`config.mk`:
```
export PLATFORM = sky130hd
export DESIGN_NAME = uart_rom_loader_flat
export DESIGN_NICKNAME = d
export VERILOG_FILES = /design/src/rtl/uart_rom_loader_pkg.sv /design/src/rtl/uart_rom_loader_if.sv /design/src/rtl/uart_rom_loader_rx.sv /design/src/rtl/uart_rom_loader.sv /design/src/flat_wrapper.sv
export SDC_FILE = /design/constraint.sdc
export NUM_CORES = 1
export LEC_CHECK = 0
export BUFFER_PORTS_ARGS = -buffer_cell sky130_fd_sc_hd__buf_2
export CAP_MARGIN = 5
export CELL_PAD_IN_SITES_DETAIL_PLACEMENT = 0
export CELL_PAD_IN_SITES_GLOBAL_PLACEMENT = 1
export CORE_MARGIN = 2
export CORE_UTILIZATION = 40
export DETAILED_ROUTE_END_ITERATION = 12
export PLACE_DENSITY_LB_ADDON = 0.2
export RECOVER_POWER = 100
export SLEW_MARGIN = 20
export SYNTH_ARGS = -nofsm -noshare
export SYNTH_HDL_FRONTEND = slang
export SYNTH_SLANG_ARGS = --single-unit
```
`constraint.sdc`:
```
create_clock -name clk -period 1.9 [get_ports clk]
set_input_delay 0.285 -clock clk [delete_from_list [all_inputs] [get_ports clk]]
set_output_delay 0.285 -clock clk [all_outputs]
set_load 0.02 [all_outputs]
```
`src/rtl/uart_rom_loader_pkg.sv`:
```
// uart_rom_loader_pkg: shared defaults and state encodings for the UART ROM loader
package uart_rom_loader_pkg;
    localparam int DEF_CLK_DIV    = 434;
    localparam int DEF_ADDR_WIDTH = 12;
    typedef enum logic [1:0] {LD_LEN, LD_DATA, LD_DONE, LD_ERR} ld_state_t;
    typedef enum logic [1:0] {RX_IDLE, RX_START, RX_BITS, RX_STOP} rx_state_t;
endpackage

```
`src/rtl/uart_rom_loader_if.sv`:
```
// uart_rom_loader_if: inst_rom write port plus core reset and load status
interface uart_rom_loader_if import uart_rom_loader_pkg::*; #(
    parameter int ADDR_WIDTH = DEF_ADDR_WIDTH
);
    logic                  rom_we_o;
    logic [ADDR_WIDTH-1:0] rom_addr_o;
    logic [31:0]           rom_wdata_o;
    logic                  core_rst_n_o;
    logic                  load_done_o;
    logic                  load_err_o;
    modport master(output rom_we_o, rom_addr_o, rom_wdata_o, core_rst_n_o, load_done_o, load_err_o);
    modport slave(input rom_we_o, rom_addr_o, rom_wdata_o, core_rst_n_o, load_done_o, load_err_o);
endinterface

```
`src/rtl/uart_rom_loader_rx.sv`:
```
// uart_rx: 8N1 receiver with input synchronizer, byte-valid and framing-error pulses
module uart_rx import uart_rom_loader_pkg::*; #(
    parameter int CLK_DIV = DEF_CLK_DIV
) (
    input  logic       clk,
    input  logic       rst_n,
    input  logic       rxd,
    output logic       byte_valid,
    output logic       frame_err,
    output logic [7:0] data
);
    localparam int CW = $clog2(CLK_DIV + 1);
    logic [2:0] sync;
    rx_state_t st, st_n;
    logic [CW-1:0] cnt, cnt_n;
    logic [2:0] idx, idx_n;
    logic [7:0] sh, sh_n;
    logic bv_n, fe_n, rxs, prev;
    assign rxs  = sync[1];
    assign prev = sync[2];
    assign data = sh;
    // sync[1:0] is the synchronizer, sync[2] remembers the previous synchronized level for edge detect
    always_ff @(posedge clk or negedge rst_n) begin
        if (!rst_n) begin
            sync       <= 3'b111;
            st         <= RX_IDLE;
            cnt        <= '0;
            idx        <= '0;
            sh         <= '0;
            byte_valid <= 1'b0;
            frame_err  <= 1'b0;
        end else begin
            sync       <= {sync[1:0], rxd};
            st         <= st_n;
            cnt        <= cnt_n;
            idx        <= idx_n;
            sh         <= sh_n;
            byte_valid <= bv_n;
            frame_err  <= fe_n;
        end
    end
    // bit timing: half a bit to the start-bit centre, then one full bit per sample
    always_comb begin
        st_n  = st;
        cnt_n = cnt + 1'b1;
        idx_n = idx;
        sh_n  = sh;
        bv_n  = 1'b0;
        fe_n  = 1'b0;
        case (st)
            RX_IDLE: begin
                cnt_n = '0;
                if (prev && !rxs) st_n = RX_START;
            end
            RX_START: if (cnt == CW'(CLK_DIV / 2 - 1)) begin
                cnt_n = '0;
                st_n  = rxs ? RX_IDLE : RX_BITS;
            end
            RX_BITS: if (cnt == CW'(CLK_DIV - 1)) begin
                cnt_n = '0;
                sh_n  = {rxs, sh[7:1]};
                idx_n = idx + 1'b1;
                if (idx == 3'd7) st_n = RX_STOP;
            end
            default: if (cnt == CW'(CLK_DIV - 1)) begin
                cnt_n = '0;
                st_n  = RX_IDLE;
                bv_n  = rxs;
                fe_n  = !rxs;
            end
        endcase
    end
endmodule

```
`src/rtl/uart_rom_loader.sv`:
```
// uart_rom_loader: receives a length-prefixed word image over UART and writes it into inst_rom
module uart_rom_loader import uart_rom_loader_pkg::*; #(
    parameter int CLK_DIV    = DEF_CLK_DIV,
    parameter int ADDR_WIDTH = DEF_ADDR_WIDTH
) (
    input  logic clk,
    input  logic rst_n,
    input  logic uart_rxd,
    uart_rom_loader_if.master bus
);
    localparam logic [32:0] MAX_N = 33'd1 << ADDR_WIDTH;
    logic byte_valid, frame_err, wr, last_byte;
    logic [7:0] rx_byte;
    ld_state_t state, state_n;
    logic [1:0] bcnt;
    logic [31:0] acc, word;
    logic [ADDR_WIDTH:0] n_words, wcnt;
    uart_rx #(.CLK_DIV(CLK_DIV)) u_rx (
        .clk(clk),
        .rst_n(rst_n),
        .rxd(uart_rxd),
        .byte_valid(byte_valid),
        .frame_err(frame_err),
        .data(rx_byte)
    );
    assign word      = {rx_byte, acc[31:8]};
    assign last_byte = byte_valid && bcnt == 2'd3;
    // loader state and write strobe; DONE/ERR are terminal so UART traffic there is ignored
    always_comb begin
        state_n = state;
        wr      = 1'b0;
        case (state)
            LD_LEN: begin
                if (frame_err) state_n = LD_ERR;
                else if (last_byte) state_n = word == '0 ? LD_DONE : {1'b0, word} > MAX_N ? LD_ERR : LD_DATA;
            end
            LD_DATA: begin
                if (frame_err) state_n = LD_ERR;
                else if (last_byte) begin
                    wr = 1'b1;
                    if (wcnt + 1'b1 == n_words) state_n = LD_DONE;
                end
            end
            default: ;
        endcase
    end
    // little-endian byte assembly, word count capture and registered ROM write port
    always_ff @(posedge clk or negedge rst_n) begin
        if (!rst_n) begin
            state            <= LD_LEN;
            bcnt             <= '0;
            acc              <= '0;
            n_words          <= '0;
            wcnt             <= '0;
            bus.rom_we_o     <= 1'b0;
            bus.rom_addr_o   <= '0;
            bus.rom_wdata_o  <= '0;
            bus.core_rst_n_o <= 1'b0;
            bus.load_done_o  <= 1'b0;
            bus.load_err_o   <= 1'b0;
        end else begin
            state            <= state_n;
            bus.rom_we_o     <= wr;
            bus.load_done_o  <= state == LD_DONE;
            bus.core_rst_n_o <= state == LD_DONE;
            bus.load_err_o   <= state == LD_ERR;
            if (byte_valid && (state == LD_LEN || state == LD_DATA)) begin
                acc  <= word;
                bcnt <= bcnt + 1'b1;
            end
            if (state == LD_LEN && last_byte) n_words <= word[ADDR_WIDTH:0];
            if (wr) begin
                bus.rom_addr_o  <= wcnt[ADDR_WIDTH-1:0];
                bus.rom_wdata_o <= word;
                wcnt            <= wcnt + 1'b1;
            end
        end
    end
endmodule

```
`src/flat_wrapper.sv`:
```
// flat-port wrapper written by rule: the top's interface ports become plain ports
module uart_rom_loader_flat import uart_rom_loader_pkg::*;
#(
    parameter int CLK_DIV    = DEF_CLK_DIV,
    parameter int ADDR_WIDTH = DEF_ADDR_WIDTH
)
  (clk, rst_n, uart_rxd, bus_rom_we_o, bus_rom_addr_o, bus_rom_wdata_o, bus_core_rst_n_o, bus_load_done_o, bus_load_err_o);
  uart_rom_loader_if #(.ADDR_WIDTH(ADDR_WIDTH)) bus_i ();
  input  logic clk;
  input  logic rst_n;
  input  logic uart_rxd;
  output wire logic [$bits(bus_i.rom_we_o)-1:0] bus_rom_we_o;
  output wire logic [$bits(bus_i.rom_addr_o)-1:0] bus_rom_addr_o;
  output wire logic [$bits(bus_i.rom_wdata_o)-1:0] bus_rom_wdata_o;
  output wire logic [$bits(bus_i.core_rst_n_o)-1:0] bus_core_rst_n_o;
  output wire logic [$bits(bus_i.load_done_o)-1:0] bus_load_done_o;
  output wire logic [$bits(bus_i.load_err_o)-1:0] bus_load_err_o;
  assign bus_rom_we_o = bus_i.rom_we_o;
  assign bus_rom_addr_o = bus_i.rom_addr_o;
  assign bus_rom_wdata_o = bus_i.rom_wdata_o;
  assign bus_core_rst_n_o = bus_i.core_rst_n_o;
  assign bus_load_done_o = bus_i.load_done_o;
  assign bus_load_err_o = bus_i.load_err_o;
  uart_rom_loader #(.CLK_DIV(CLK_DIV), .ADDR_WIDTH(ADDR_WIDTH)) u_core (.clk(clk), .rst_n(rst_n), .uart_rxd(uart_rxd), .bus(bus_i));
endmodule
```
* Yosys cells after proc, flatten, opt, wreduce, memory -nomap -nowiden
Index checks and enable logic that the tools add are counted.
Widths: inputs -> output; s select.
** Storage, ports and cells
- Bits in registers :: 136
- Latch bits :: 0
- RAM bits :: 0
- Bits in read-only memories :: 0
- Bits of input ports :: 3
- Logic and storage cells :: 79
- Memories :: 0
** Operators by class
- Add/subtract/negate cells :: 4
- Multiply operators :: 0
- Divide/modulo/power cells :: 0
- Order comparisons :: 1
- Eq/ne operators :: 17
- Shift-type cells :: 0
- Multiplexer cells :: 25
- Bitwise logic cells :: 0
- Reduce and logical (&&, ||, !) cells :: 15
** Operator list (number)
- $gt 32x13->1 const B :: 1
- $logic_not 32->1 :: 1
- $mux 2 :: 13
- $mux 9 :: 2
- $pmux 9 s2 :: 1
- $add 13x1->13 const B :: 1
- $eq 13x13->1 :: 1
- $add 9x1->9 const B :: 1
- $eq 9x8->1 const B :: 1
- $eq 9x9->1 const B :: 1
- $ne 3x2->1 const B :: 3
- $eq 2x2->1 const B :: 4
- $ne 2x2->1 const B :: 4
- $mux 1 :: 7
- $pmux 2 s3 :: 1
- $reduce_and 5->1 :: 1
- $eq 2x1->1 const B :: 2
- $logic_and 1x1->1 :: 4
- $logic_not 2->1 :: 2
- $pmux 2 s2 :: 1
- $reduce_and 4->1 :: 1
- $add 3x1->3 const B :: 1
- $eq 3x3->1 const B :: 1
- $reduce_bool 3->1 :: 1
- 6 further kinds :: 6

* Depth between registers and ports, before layout
Gate-level depths: netlist (run 1).
- Depth after elaboration :: 6
- Depth in mapped cells :: 8
- Gate-level depth less buffers :: 7

* Cells and area by module
From an unflattened synthesis (run 1), not the netlist that was laid out.
** Unflattened totals
- Cell total of the unflattened synthesis :: 507
- Area total of the unflattened synthesis :: 5575.3 um2
** Modules (own cells, without submodules)
- uart_rom_loader :: times used 1, cells each 415, area an instance 4375.4 um2, sequential area each 2527.4 um2
- uart_rx :: times used 1, cells each 92, area an instance 1199.9 um2, sequential area each 679.4 um2

* Worst setup path after synthesis (run 1)
Ideal clock, no wire load.
- Path type :: register to register
- From :: register u_core.wcnt[0]
- To :: register u_core.state[1]
- Library setup time :: 139 ps
- Arrival :: 1828 ps
- Data required time :: 1761 ps
- Path slack :: -66 ps
- Cell stages (with the launch flop) :: 8
- Buffers on the path :: 0
- Clock period less this slack :: 1966 ps
- Cell sequence :: dfrtp_1 -> ha_1 -> nand3_2 -> nor4_1 -> xnor2_1 -> o31ai_1 -> nor4_1 -> or4_1
** Between the ends
- Longest elaborated chain between the ends :: 4
** Ends and longest elaborated chain
- start, declared :: line uart_rom_loader.sv:17 : logic [ADDR_WIDTH:0] n_words, wcnt;
- start signal, assigned :: line uart_rom_loader.sv:75 : wcnt <= wcnt + 1'b1;
- $add 13x1->13 :: line uart_rom_loader.sv:41 : if (wcnt + 1'b1 == n_words) state_n = LD_DONE;
- $eq 13x13->1 :: line uart_rom_loader.sv:41
- $ne 3x2->1 (no source line)
- $reduce_and 4->1 (no source line)
- end signal, assigned :: line uart_rom_loader.sv:62 : state <= state_n;
- end, declared :: line uart_rom_loader.sv:14 : ld_state_t state, state_n;
Every way passes these cells.
A chain may end at the register's enable or synchronous reset.

* Worst setup path after layout (run 1)
- From :: register u_core.u_rx.cnt[1]
- To :: register u_core.u_rx.cnt[2]
** Between the ends
- Longest elaborated chain between the ends :: 3
- Elaborated cells between the ends (all ways) :: 6
** Ends and longest elaborated chain
- start, declared :: line uart_rom_loader_rx.sv:15 : logic [CW-1:0] cnt, cnt_n;
- start signal, assigned :: line uart_rom_loader_rx.sv:35 : cnt <= cnt_n;
- $add 9x1->9 (tied with other cells) :: line uart_rom_loader_rx.sv:45 : cnt_n = cnt + 1'b1;
- $mux 9 (on tied branches) :: line uart_rom_loader_rx.sv:59, uart_rom_loader_rx.sv:65, uart_rom_loader_rx.sv:55
- $pmux 9 s2 (*) :: line uart_rom_loader_rx.sv:50 : case (st)
- via u_core.u_rx.cnt_n[2] :: line uart_rom_loader_rx.sv:15
Mark *: on every way through the listed nets, which the timed path passes. The rest lies on a longest branch.

==> results by group, run 1 <==
STA
  – Final hold violations: 0
  – Final worst path period share: 1.008
  – F_max: 522.0 MHz
  – Unrepaired setup endpoints after global routing: yes
  – Slew Viols, Final: 0
  – Final Setup Violations: 5
  – Worst setup margin: -0.01574 ns
  – Least-Margin Pin Slew: 0.8903 ns
  – Slew Limit Headroom: 0.4064
  – Min Tclk post-route: 1.916 ns
  – Setup Skew: 0.005965 ns

Yosys
  – Post-Synthesis Cells: 502
  – Yosys top cell area share: 0.5683
  – Yosys Warn Count: 0
  – Sequential-to-total area share from yosys stat: 0.5826
  – Yosys cell types: 50
  – Synthesized area per cell: 10.96 µm²
  – Yosys reg bits: 128
  – Synth area leaders: dfrtp_1 (57%), nand2_1 (10%), mux2_2 (7.6%)
  – Mapped Area: 5504 µm²
  – Post-synth top area cell: dfrtp_1
  – Post-synth net total: 512
  – EDFF count, synth: 0
  – Main flop type after synthesis: dfrtp_1
  – Synth async-reset ratio: 1.000

Flow run
  – Max Cap Viol: 0

Pwr
  – Leak pwr: 3.650 nW
  – Power per Cell Area: 909.3 nW/µm²
  – Total power: 0.006536 W
  – Maximum VDD drop: 0.6199 mV

Clock network
  – CTS max path bufs: 2
  – CTS clk-pin slew, worst paths: 0.06 ns
  – CTS tree: built
  – CTS Buf Count: 17
  – Clock Sinks: 128
  – Deepest level of the CTS H-tree: 4
  – Root buf cell: clkbuf_16
  – Clk_lat worst skew: 0.41 ns

Critical path
  – CP Cell Sequence: inv_2 -> ha_4 -> or4b_4 -> nor3_4 -> nor2_2 -> a22oi_2 -> buf_6 -> nor2_1
  – Crit path kind: flop to flop
  – Slowest-stage cell, CP: or4b_4
  – Slowest stage delay, CP: 0.46 ns
  – Critical Path Start Type: flop
  – Critical Path RT: 2.20 ns
  – Worst Path Arrival: 2.22 ns
  – Worst-path maximum fanout: 5
  – Worst setup EP type: flop

Outcome
  – Run status: finished, violations left
  – Failing checks: negative setup slack

GRT
  – Vias in the first global route: 4040
  – Pin count of the biggest net entering global routing: 43
  – Initial antenna violation count: 0
  – GRT Overall Usage: 0.1765
  – First-pass GRT wire length: 19950 µm
  – Congestion Overflow GR: 0

Floorplanning
  – DIE HEIGHT: 121.3 µm
  – Floorplan core area: 13350 µm²
  – Chip width: 121.3 µm
  – I/O pin cnt: 51
  – # rows: 42
  – Die Area: 14710 µm²
  – Initial Util: 0.4124

Placement
  – Dpl cell area: 6465 µm²
  – Placement Setup Slack: -0.08980 ns
  – Port Buf Inserts: 50
  – Placer Congestion: 0.8217
  – Final HPWL DP: 8451 µm

Routing
  – Met3 WL post-DR: 423 µm
  – Post-DR wirelength/cell: 14.91 µm
  – Met1 WL: 5630 µm
  – Top sig layer: met4
  – DR vias: 3996
  – Post-route antenna net violation count: 0
  – Initial DRT Pass Iterations: 4
  – Drt total wl: 12200 µm
  – Post-route DRC violation count: 0
  – Iter 0 DRT Violations: 202
  – Met2 WL: 5990 µm
  – Vias/cell: 4.885

Finish
  – P&R area growth vs syn: 30.60%
  – Nets: 639
  – Layout cells sized above 1: 0.2913
  – Final instance area: 7188 µm²
  – Antenna diode count: 0

Min path
  – HP Class: flop to flop
## path summary, 6_finish.rpt
check	startpoint	to	slack, ns	cells after the start
setup / recovery	u_core.u_rx.cnt[1]	u_core.u_rx.cnt[2]	-0.02	8
hold / removal	u_core.u_rx.sync[0]	u_core.u_rx.sync[1]	0.36	0
setup reg to reg	u_core.u_rx.cnt[1]	u_core.u_rx.cnt[2]	-0.02	8
hold reg to reg	u_core.u_rx.sync[0]	u_core.u_rx.sync[1]	0.36	0
max in group asynchronous	rst_n	u_core.n_words[11]	0.28	3
min in group asynchronous	rst_n	u_core.bus.rom_addr_o[2]	0.53	2
## registers in the layout (all words and copies together), names as in the netlist, 3 cells and up
name / count
u_core.u_rx.data: 8
u_core.u_rx.sync: 3
u_core.acc: 24
u_core.u_rx.cnt: 9
u_core.n_words: 13
u_core.u_rx.idx: 3
u_core.bus.rom_wdata_o: 32
u_core.wcnt: 13
u_core.bus.rom_addr_o: 12
## placed cells by master (no fill, tap or decap), drive strengths merged, types with 8 or more instances in the layout
master | netlist | routed
buf | 16 | 77
clkbuf | 10 | 76
dfrtp | 125 | 125
mux2 | 47 | 47
nand2 | 148 | 148
nand3 | 8 | 8
nor2 | 20 | 20
nor3 | 8 | 8
nor4 | 11 | 11
xnor2 | 24 | 24
xor2 | 14 | 14
## cells by family (layout without fill, tap and decap cells)
| logic type | Yosys count | in the layout | share of synthesized area |
|---|---|---|---|
| buffers and inverters | 33 | 173 | 0.02842 |
| DFF | 128 | 128 | 0.5826 |
| AOI/OAI and AO/OA | 23 | 23 | 0.03046 |
| adders and majority gates | 8 | 8 | 0.01773 |
| muxes | 47 | 47 | 0.09616 |
| and+or+nand+nor | 225 | 225 | 0.1841 |
| xor gates and xnor gates | 38 | 38 | 0.06047 |
## final cells by class
type | instances | area [µm²]
multi-input combinational | 341 | 2300
inverter | 7 | 26.28
clock buffer | 21 | 450.4
clock inverter | 11 | 138.9
timing repair buffer | 134 | 840.8
tap | 176 | 220.2
fill | 1215 | 6160
sequential | 128 | 3212
## per-layer routing
layer	vias up	track usage
li1	1926	-
met1	2001	0.2309
met2	57	0.2798
met3	12	0.04605
met4	0	0.07112
met5	-	0
## synth_stat cells (2+ instances only)
library cell,count
nand4_2,2
dfstp_2,3
inv_1,6
nand3_1,6
nor4_1,11
a31oi_1,3
nor3b_1,3
nor2b_1,4
buf_1,5
xnor2_1,24
buf_2,5
a21oi_1,5
nand3b_1,2
o21ai_0,4
clkbuf_1,10
or4_1,3
nand2_1,148
nor2_1,20
mux2_1,10
dfrtp_1,125
ha_1,7
mux2_2,37
buf_4,5
nand4_1,4
nand3_2,2
and3_1,4
nor3_1,8
xor2_1,14
## worst max-delay path, delay by kind of cell (launching register included)
kind,cells,cell delay (ns)
simple gates,4,0.80
flops,1,0.39
compound gates,1,0.23
buf+inv,2,0.26
fa+ha+maj,1,0.13
## report_power, final
part	total, W	switching [W]	leakage, nW	internal, W
Clock	0.00324	0.00115	0.287	0.00208
Sequential	0.00290	0.0000942	1.75	0.00281
Combinational	0.000395	0.000209	1.61	0.000185
## per-stage QoR
step	std cells	TNS, ns	utilization	hold slack (ns)
final	818	-0.04584	0.5385	0.3626
after CTS	811	-0.007565	0.5359	0.3581
after global placement	775	-0.06904	0.4843	0.2936
after global routing	818	-1.404	0.5385	0.3639
after detailed placement	775	-0.1702	0.4843	0.3034
after floorplan	502	-0.008595	-	-0.01059
## timing repair
item	4_1_cts	5_1_grt
gates resized for setup	13	27
pin swaps	11	14
endpoints found under the setup margin	11	21
setup buffers	3	5
hold buffers	2	0
gates cloned	0	2
hold endpoints to repair	32	0
Power figures use the tool's default switching activity.
==> inputs of run 2 (changes only) <==
--- a/config.mk
+++ b/config.mk
@@ -11,10 +11,12 @@
 export CELL_PAD_IN_SITES_GLOBAL_PLACEMENT = 1
 export CORE_MARGIN = 2
 export CORE_UTILIZATION = 40
+export CTS_BUF_LIST = sky130_fd_sc_hd__clkbuf_8
 export DETAILED_ROUTE_END_ITERATION = 12
 export PLACE_DENSITY_LB_ADDON = 0.2
 export RECOVER_POWER = 100
 export SLEW_MARGIN = 20
 export SYNTH_ARGS = -nofsm -noshare
 export SYNTH_HDL_FRONTEND = slang
+export SYNTH_HIERARCHICAL = 1
 export SYNTH_SLANG_ARGS = --single-unit
==> run 2 against run 1 <==
Compared with the run above: the run still ends with negative setup slack left; fmax down 4.7%; core utilization down 4.2 points; area after synthesis up 1.3%; clock power down 26%; wire length down 1.4%; critical path depth down 2; die area up 1.2%; highest routed layer unchanged.
==> results by group, run 2 <==
Outcome
  – Run status: finished, violations left
  – Failing checks: negative setup slack

Finish
  – FILL cells: 1323 (+8.9%)
  – P&R area growth vs syn: 22.73%
  – Final cell count without fillers: 812 (-0.73%)
  – Max reg flops: 32 (unchanged)
  – Antenna diode count: 0 (unchanged)
  – Commonest non-fill, non-tap cell in the layout: nand2_1
  – Most frequent cells in the layout: nand2_1 (147), dfrtp_1 (123), buf_4 (53)
  – Nets: 629 (-1.6%)
  – Biggest registers after layout: u_core/bus.rom_wdata_o: 32 flops, u_core/acc: 24 flops
  – Layout cells sized above 1: 0.2484 (-0.04286)
  – Register with the most flip-flops: u_core/bus.rom_wdata_o
  – Reg area: 3209 µm² (about the same)
  – Area of the multi-input gates: 2293 µm² (-0.27%)

Pwr
  – Power per Cell Area: 804.5 nW/µm² (-12%)
  – Maximum VDD drop: 0.3844 mV (-38%)
  – Leak pwr: 3.491 nW (-4.4%)

Routing
  – DR vias: 4003 (+0.18%)
  – Drt total wl: 12020 µm (-1.4%)
  – Iter 0 DRT Violations: 148 (-27%)
  – Post-route antenna net violation count: 0 (unchanged)
  – Vias/cell: 4.930 (+0.92%)
  – Initial DRT Pass Iterations: 4 (unchanged)
  – Post-DR wirelength/cell: 14.81 µm (-0.68%)
  – Post-route DRC violation count: 0 (unchanged)

Placement
  – Placed Cells: 777 (+0.26%)
  – Final HPWL DP: 8369 µm (-0.97%)
  – Placer Congestion: 0.8522 (+3.7%)
  – Port Buf Inserts: 50 (unchanged)

STA
  – Final hold violations: 0 (unchanged)
  – Slew Viols, Final: 0 (unchanged)
  – Unrepaired setup endpoints after global routing: yes
  – Least-Margin Pin Slew: 0.9396 ns (+0.04928 ns)
  – Setup Skew: 0.01095 ns (+0.004986 ns)
  – Slew Limit Headroom: 0.3736 (-0.03285)
  – F_max: 497.4 MHz (-4.7%)
  – Min Tclk post-route: 2.010 ns (+0.09453 ns)
  – Final Setup Violations: 1 (-4)
  – Worst hold slack: 0.3601 ns (-0.002489 ns)
  – Final worst path period share: 1.058 (+0.04975)
  – Worst setup margin: -0.1103 ns (-0.09453 ns)

Clock network
  – Deepest level of the CTS H-tree: 4 (unchanged)
  – CTS max path bufs: 2 (unchanged)
  – Root buf cell: clkbuf_8
  – Clock Sinks: 128 (unchanged)
  – Clk_lat worst skew: 0.44 ns (+0.03 ns)
  – CTS tree: built
  – CTS Buf Count: 17 (unchanged)
  – CTS clk-pin slew, worst paths: 0.07 ns (about the same)

Yosys
  – Yosys top cell area share: 0.5610 (-0.007270)
  – Post-Synthesis Cells: 507 (+1.0%)
  – Mapped Area: 5575 µm² (+1.3%)
  – Synthesized area per cell: 11.00 µm² (+0.30%)
  – Most common cell in the netlist: nand2_1
  – Post-synth top area cell: dfrtp_1
  – Synth area leaders: dfrtp_1 (56%), nand2_1 (10%), mux2_2 (8.1%)
  – Sequential-to-total area share from yosys stat: 0.5752 (-0.007453)
  – Main flop type after synthesis: dfrtp_1
  – Yosys reg bits: 128 (unchanged)
  – EDFF count, synth: 0 (unchanged)
  – Yosys Warn Count: 6 (+6)
  – Yosys cell types: 54 (+8.0%)
  – Post-synth net total: 517 (+0.98%)
  – Post-synth top cells: nand2_1 (148), dfrtp_1 (125), mux2_2 (40)
  – Synth async-reset ratio: 1.000 (unchanged)

Floorplanning
  – Die Area: 14900 µm² (+1.2%)
  – Chip width: 122.1 µm (+0.62%)
  – Initial Util: 0.4048 (-0.007558)
  – Floorplan core area: 13770 µm² (+3.2%)
  – # rows: 43 (+2.4%)
  – I/O pin cnt: 51 (unchanged)
  – DIE HEIGHT: 122.1 µm (+0.62%)

GRT
  – Vias in the first global route: 4204 (+4.1%)
  – Congestion Overflow GR: 0 (unchanged)
  – Initial antenna violation count: 0 (unchanged)
  – First-pass GRT wire length: 20800 µm (+4.3%)
  – Pin count of the biggest net entering global routing: 42 (-2.3%)
  – GRT Overall Usage: 0.1803 (+0.003836)

Critical path
  – Slowest-stage cell, CP: or4_1
  – Most used cell along the critical path: nor4_2
  – CP top delay family: simple AND/OR/NAND/NOR gates
  – Critical Path RT: 2.22 ns (+0.02 ns)
  – Crit path kind: flop to flop
  – Critical Path Start Type: flop
  – Worst Path Arrival: 2.33 ns (+0.11 ns)
  – Worst setup EP type: flop
  – CP bufs+invs: 0 (-2)
  – Slowest stage delay, CP: 0.41 ns (-0.05 ns)
  – Worst-path maximum fanout: 2 (-3)
  – CP Cell Sequence: nor4_2 -> nand4_1 -> nor4_2 -> a21oi_1 -> or4_1 -> o31a_1

Min path
  – HP Class: flop to flop

Flow run
  – Max Cap Viol: 0 (unchanged)
## run 2: cell types whose count changed in the layout (fill, tap and decap cells not counted), sizes merged, moves of 3 or more
cell | before | now
inv | 7 | 13
nand2b | 1 | 4
a21oi | 5 | 8
clkinv | 6 | 3
buf | 77 | 55
a22oi | 1 | 5
nand4 | 6 | 2
or3 | 1 | 5
nor2 | 20 | 15
nor3b | 3 | 0
and3 | 4 | 1
xnor2 | 24 | 16
clkbuf | 76 | 80
o21ai | 4 | 7
## run 2: timing repair
item                                    CTS  global route
hold endpoints to repair                 33             0
endpoints found under the setup margin    2             2
hold buffers                              2             0
buffers inserted                          0             1
pin swaps                                 1             4
resized for setup                         4            11
## run 2: worst paths after layout
path                                          start                         end  slack, ns  cells past startpoint
worst min-delay path            u_core/u_rx/sync[0]         u_core/u_rx/sync[1]       0.36                      0
max in group asynchronous                     rst_n  u_core/bus.rom_wdata_o[29]       0.26                      3
min in group asynchronous                     rst_n              u_core/acc[11]       0.53                      2
worst min register to register  u_core/u_rx/sync[0]         u_core/u_rx/sync[1]       0.36                      0
worst max register to register       u_core/acc[25]             u_core/state[0]      -0.11                      6
worst max-delay path                 u_core/acc[25]             u_core/state[0]      -0.11                      6
## run 2: cell families (layout without fill, tap and decap cells)
kind of cell | count (synthesis) | after routing | share of synthesized area
simple gates | 222 | 222 | 0.1858
flops | 128 | 128 | 0.5752
mux | 50 | 50 | 0.1008
compound gates | 39 | 39 | 0.04982
buf+inv | 31 | 156 | 0.02558
xor+xnor | 30 | 30 | 0.04713
fa+ha+maj | 7 | 7 | 0.01571
## run 2: where the power goes
part	total [W]	switching, W	internal (W)	leakage (nW)
logic	0.000242	0.000149	0.0000932	1.50
registers	0.00286	0.0000714	0.00278	1.76
clock network	0.00241	0.00100	0.00141	0.232
## run 2: worst reg2reg max path: stages (launching register included)
cell	delay, ns
dfrtp_1	0.39
nor4_2	0.30
nand4_1	0.17
nor4_2	0.25
a21oi_1	0.14
or4_1	0.41
o31a_1	0.25
## run 2: cell type report
type                       count  area share
clock buffer                  21     0.04224
clock inverter                11     0.01810
inverter                       8    0.004388
multi-input combinational    348      0.3352
sequential                   128      0.4690
tap                          180     0.03291
timing repair buffer         116     0.09819
## run 2: layer usage
| metal | global-route usage | vias up | part of all wire |
|---|---|---|---|
| li1 | - | 1946 | - |
| met1 | 0.2311 | 1981 | 0.47 |
| met2 | 0.2909 | 55 | 0.48 |
| met3 | 0.04354 | 21 | 0.029 |
| met4 | 0.07974 | 0 | 0.022 |
| met5 | 0 | - | 0 |
## run 2: per-stage QoR
| stage | total power [W] | worst slack (ns) | TNS, ns | utilization | instance area (µm²) |
|---|---|---|---|---|---|
| 3_5_place_dp | 0.003173 | -0.1529 | -0.2241 | 0.4687 | 6455 |
| 2_1_floorplan | 0.003053 | 0.01512 | 0 | - | 5577 |
| 4_1_cts | 0.005616 | -0.1201 | -0.1201 | 0.5018 | 6912 |
| 3_3_place_gp | 0.003157 | -0.07347 | -0.07347 | 0.4687 | 6455 |
| 5_1_grt | 0.005754 | -0.2332 | -3.870 | 0.4968 | 6843 |
| 6_report | 0.005505 | -0.1103 | -0.1103 | 0.4968 | 6843 |
==> inputs of run 3 (changes only) <==
==> constraint.sdc (replaced) <==
create_clock -name clk -period 1.9 [get_ports clk]
set_input_delay 0.19 -clock clk [delete_from_list [all_inputs] [get_ports clk]]
set_output_delay 0.19 -clock clk [all_outputs]
set_load 0.02 [all_outputs]
==> run 3 against run 2 <==
Compared with the run above: the run still ends with negative setup slack left; worst setup slack gained 0.021 ns; sequential share of layout area fell by 0.32 points; sequential power about the same; fmax is 1.1% higher; non-clock buffer count grew 2; sequential cell count unchanged; final area rose by 0.64%; via count grew 1.1%; global-route usage fell by 0.20 points; die area stayed put; count of clock-buffer cells in the layout is 1 lower; critical endpoint unchanged; largest cell class unchanged.
==> results by group, run 3 (synthesized netlist as in run 2, its figures left out) <==
Outcome
  – Run status: finished, violations left
  – Failing checks: negative setup slack

Critical path
  – Slowest stage delay, CP: 0.38 ns (-0.03 ns)
  – Critical Path Start Type: flop
  – CP bufs+invs: 2 (+2)
  – CP top delay family: compound AO/OA/AOI/OAI gates
  – Most used cell along the critical path: a31oi_2
  – Worst setup EP type: flop
  – Reg2reg path depth: 8 (+2)
  – Crit Reg-Reg Startpoint: u_core/wcnt[0]
  – Crit path kind: flop to flop
  – Worst Path Arrival: 2.31 ns (-0.02 ns)
  – Flop-to-flop setup slack: -0.09 ns (+0.02 ns)
  – Slowest-stage cell, CP: dfrtp_2
  – Critical Path RT: 2.22 ns (about the same)
  – CP Cell Sequence: buf_6 -> nand3_4 -> nor4_4 -> buf_4 -> nand3b_1 -> a31oi_2 -> a31oi_2 -> o31a_1
  – Reg-to-reg endpoint: u_core/state[0]
  – Worst-path maximum fanout: 5 (+3)

Routing
  – DR vias: 4047 (+1.1%)
  – Post-route DRC violation count: 0 (unchanged)
  – Drt total wl: 12150 µm (+1.0%)
  – Initial DRT Pass Iterations: 6 (+2)
  – Post-DR wirelength/cell: 14.92 µm (+0.77%)
  – Post-route antenna net violation count: 0 (unchanged)
  – Vias/cell: 4.972 (+0.85%)
  – Iter 0 DRT Violations: 184 (+24%)

GRT
  – GRT Overall Usage: 0.1783 (-0.001993)
  – Initial antenna violation count: 0 (unchanged)
  – Met1 GRT Util: 0.2262 (-0.004885)
  – Vias in the first global route: 4171 (-0.78%)
  – First-pass GRT wire length: 20560 µm (-1.2%)
  – Congestion Overflow GR: 0 (unchanged)
  – Grt met3 use: 0.04213 (-0.001404)
  – Met2 usage: 0.2947 (+0.003841)
  – Pin count of the biggest net entering global routing: 38 (-9.5%)
  – GRT Max-Usage Layer: met2

STA
  – Final hold violations: 0 (unchanged)
  – Setup Skew: 0.005078 ns (-0.005873 ns)
  – Slew Viols, Final: 0 (unchanged)
  – Least-Margin Pin Slew: 0.9246 ns (-0.01500 ns)
  – Setup TNS: -0.08919 ns (+0.02108 ns)
  – F_max: 502.7 MHz (+1.1%)
  – Final worst path period share: 1.047 (-0.01109)
  – Slew Limit Headroom: 0.3836 (+0.009997)
  – Final Setup Violations: 1 (unchanged)
  – Unrepaired setup endpoints after global routing: yes
  – Worst setup margin: -0.08919 ns (+0.02108 ns)
  – Min Tclk post-route: 1.989 ns (-0.02108 ns)

Finish
  – Area of the multi-input gates: 2315 µm² (+0.93%)
  – Nets: 631 (+0.32%)
  – Antenna diode count: 0 (unchanged)
  – Commonest non-fill, non-tap cell in the layout: nand2_1
  – Max reg flops: 32 (unchanged)
  – P&R area growth vs syn: 23.52%
  – Biggest registers after layout: u_core/bus.rom_wdata_o: 32 flops, u_core/acc: 24 flops
  – FILL cells: 1336 (+0.98%)
  – Most frequent cells in the layout: nand2_1 (147), dfrtp_1 (124), buf_4 (51)
  – Layout cells sized above 1: 0.2524 (+0.003948)
  – Reg area: 3208 µm² (about the same)
  – Final cell count without fillers: 814 (+0.25%)
  – Final cell utilization of the core: 0.5000 (+0.003180)
  – Register with the most flip-flops: u_core/bus.rom_wdata_o

Pwr
  – Total power: 0.005601 W (+1.7%)
  – Leak pwr: 3.504 nW (+0.38%)
  – Maximum VDD drop: 0.4642 mV (+21%)
  – Power per Cell Area: 813.3 nW/µm² (+1.1%)

Placement
  – Final HPWL DP: 8399 µm (+0.36%)
  – Placed Cells: 778 (+0.13%)
  – Placer Congestion: 0.8222 (-3.5%)
  – Port Buf Inserts: 50 (unchanged)

Min path
  – Hold path cells: 0 (unchanged)
  – Hold EP: u_core/u_rx/sync[1]
  – Hold Path Origin: u_core/u_rx/sync[0]
  – HP Class: flop to flop

Clock network
  – Root buf cell: clkbuf_8
  – CTS max path bufs: 2 (unchanged)
  – CTS tree: built
  – CTS clk-pin slew, worst paths: 0.07 ns (about the same)
  – Deepest level of the CTS H-tree: 4 (unchanged)
  – Clk_lat worst skew: 0.44 ns (about the same)
  – CTS Buf Count: 17 (unchanged)
  – Clock Sinks: 128 (unchanged)

Flow run
  – Max Cap Viol: 0 (unchanged)

Floorplanning
  – Initial Util: 0.4048 (unchanged)
  – Chip width: 122.1 µm (unchanged)
  – Floorplan core area: 13770 µm² (unchanged)
  – # rows: 43 (unchanged)
  – Die Area: 14900 µm² (unchanged)
  – I/O pin cnt: 51 (unchanged)
  – DIE HEIGHT: 122.1 µm (unchanged)
[run 3: cell types whose count changed in the layout (fill, tap and decap cells not counted), moves of 2 or more]
cell and change:
clkbuf_2 +2, buf_4 -2, clkinv_2 -2, buf_2 +2
nor3_1 -2, nor3_2 +2
[run 3: through the flow]
step	worst slack [ns]	hold WS [ns]	cell area, µm²
floorplan	0.01512	-0.1056	5577
global placement	-0.06749	0.2058	6475
detailed placement	-0.1290	0.2122	6475
CTS	-0.07393	0.2736	6955
global route	-0.1618	0.3663	6887
finish	-0.08919	0.3617	6887
[run 3: per-layer routing]
layer,vias to the layer above,part of all wire,wire [µm]
met5,-,0,0
met4,0,0.018,218
met3,22,0.031,381
met2,61,0.49,5931
met1,2020,0.46,5616
li1,1944,-,-
[run 3: cell type report]
type / count / area share
multi-input cells: 348 / 0.3361
flip-flops and latches: 128 / 0.4658
repair buffers: 118 / 0.09884
clock inverters: 12 / 0.02198
well taps: 180 / 0.03270
clock buffers: 20 / 0.03997
inverters: 8 / 0.004542
[run 3: repair_timing]
action,in CTS,in global routing
hold endpoints to repair,34,0
pin swaps,0,6
buffers inserted,0,2
gates resized for setup,5,15
setup endpoints to repair,2,4
hold buffers,2,0
[run 3: how the worst max path moves through the flow]
| stage | end | from | slack [ns] | depth (start not counted) |
|---|---|---|---|---|
| 3_3_place_gp | u_core/state[0] | u_core/acc[28] | -0.07 | 6 |
| 3_5_place_dp | u_core/state[0] | u_core/acc[30] | -0.13 | 6 |
| 5_1_grt | u_core/state[0] | u_core/wcnt[1] | -0.16 | 8 |
| 6_report | u_core/state[0] | u_core/wcnt[0] | -0.09 | 8 |
| 2_1_floorplan | u_core/state[0] | u_core/wcnt[4] | 0.02 | 7 |
| 4_1_cts | u_core/state[0] | u_core/acc[28] | -0.07 | 6 |
[run 3: report_power, final]
part	leakage, nW	switching (W)	internal, W
Sequential	1.77	0.0000727	0.00278
Combinational	1.50	0.000153	0.0000915
Clock	0.242	0.00100	0.00150
Total	3.50	0.00122	0.00438
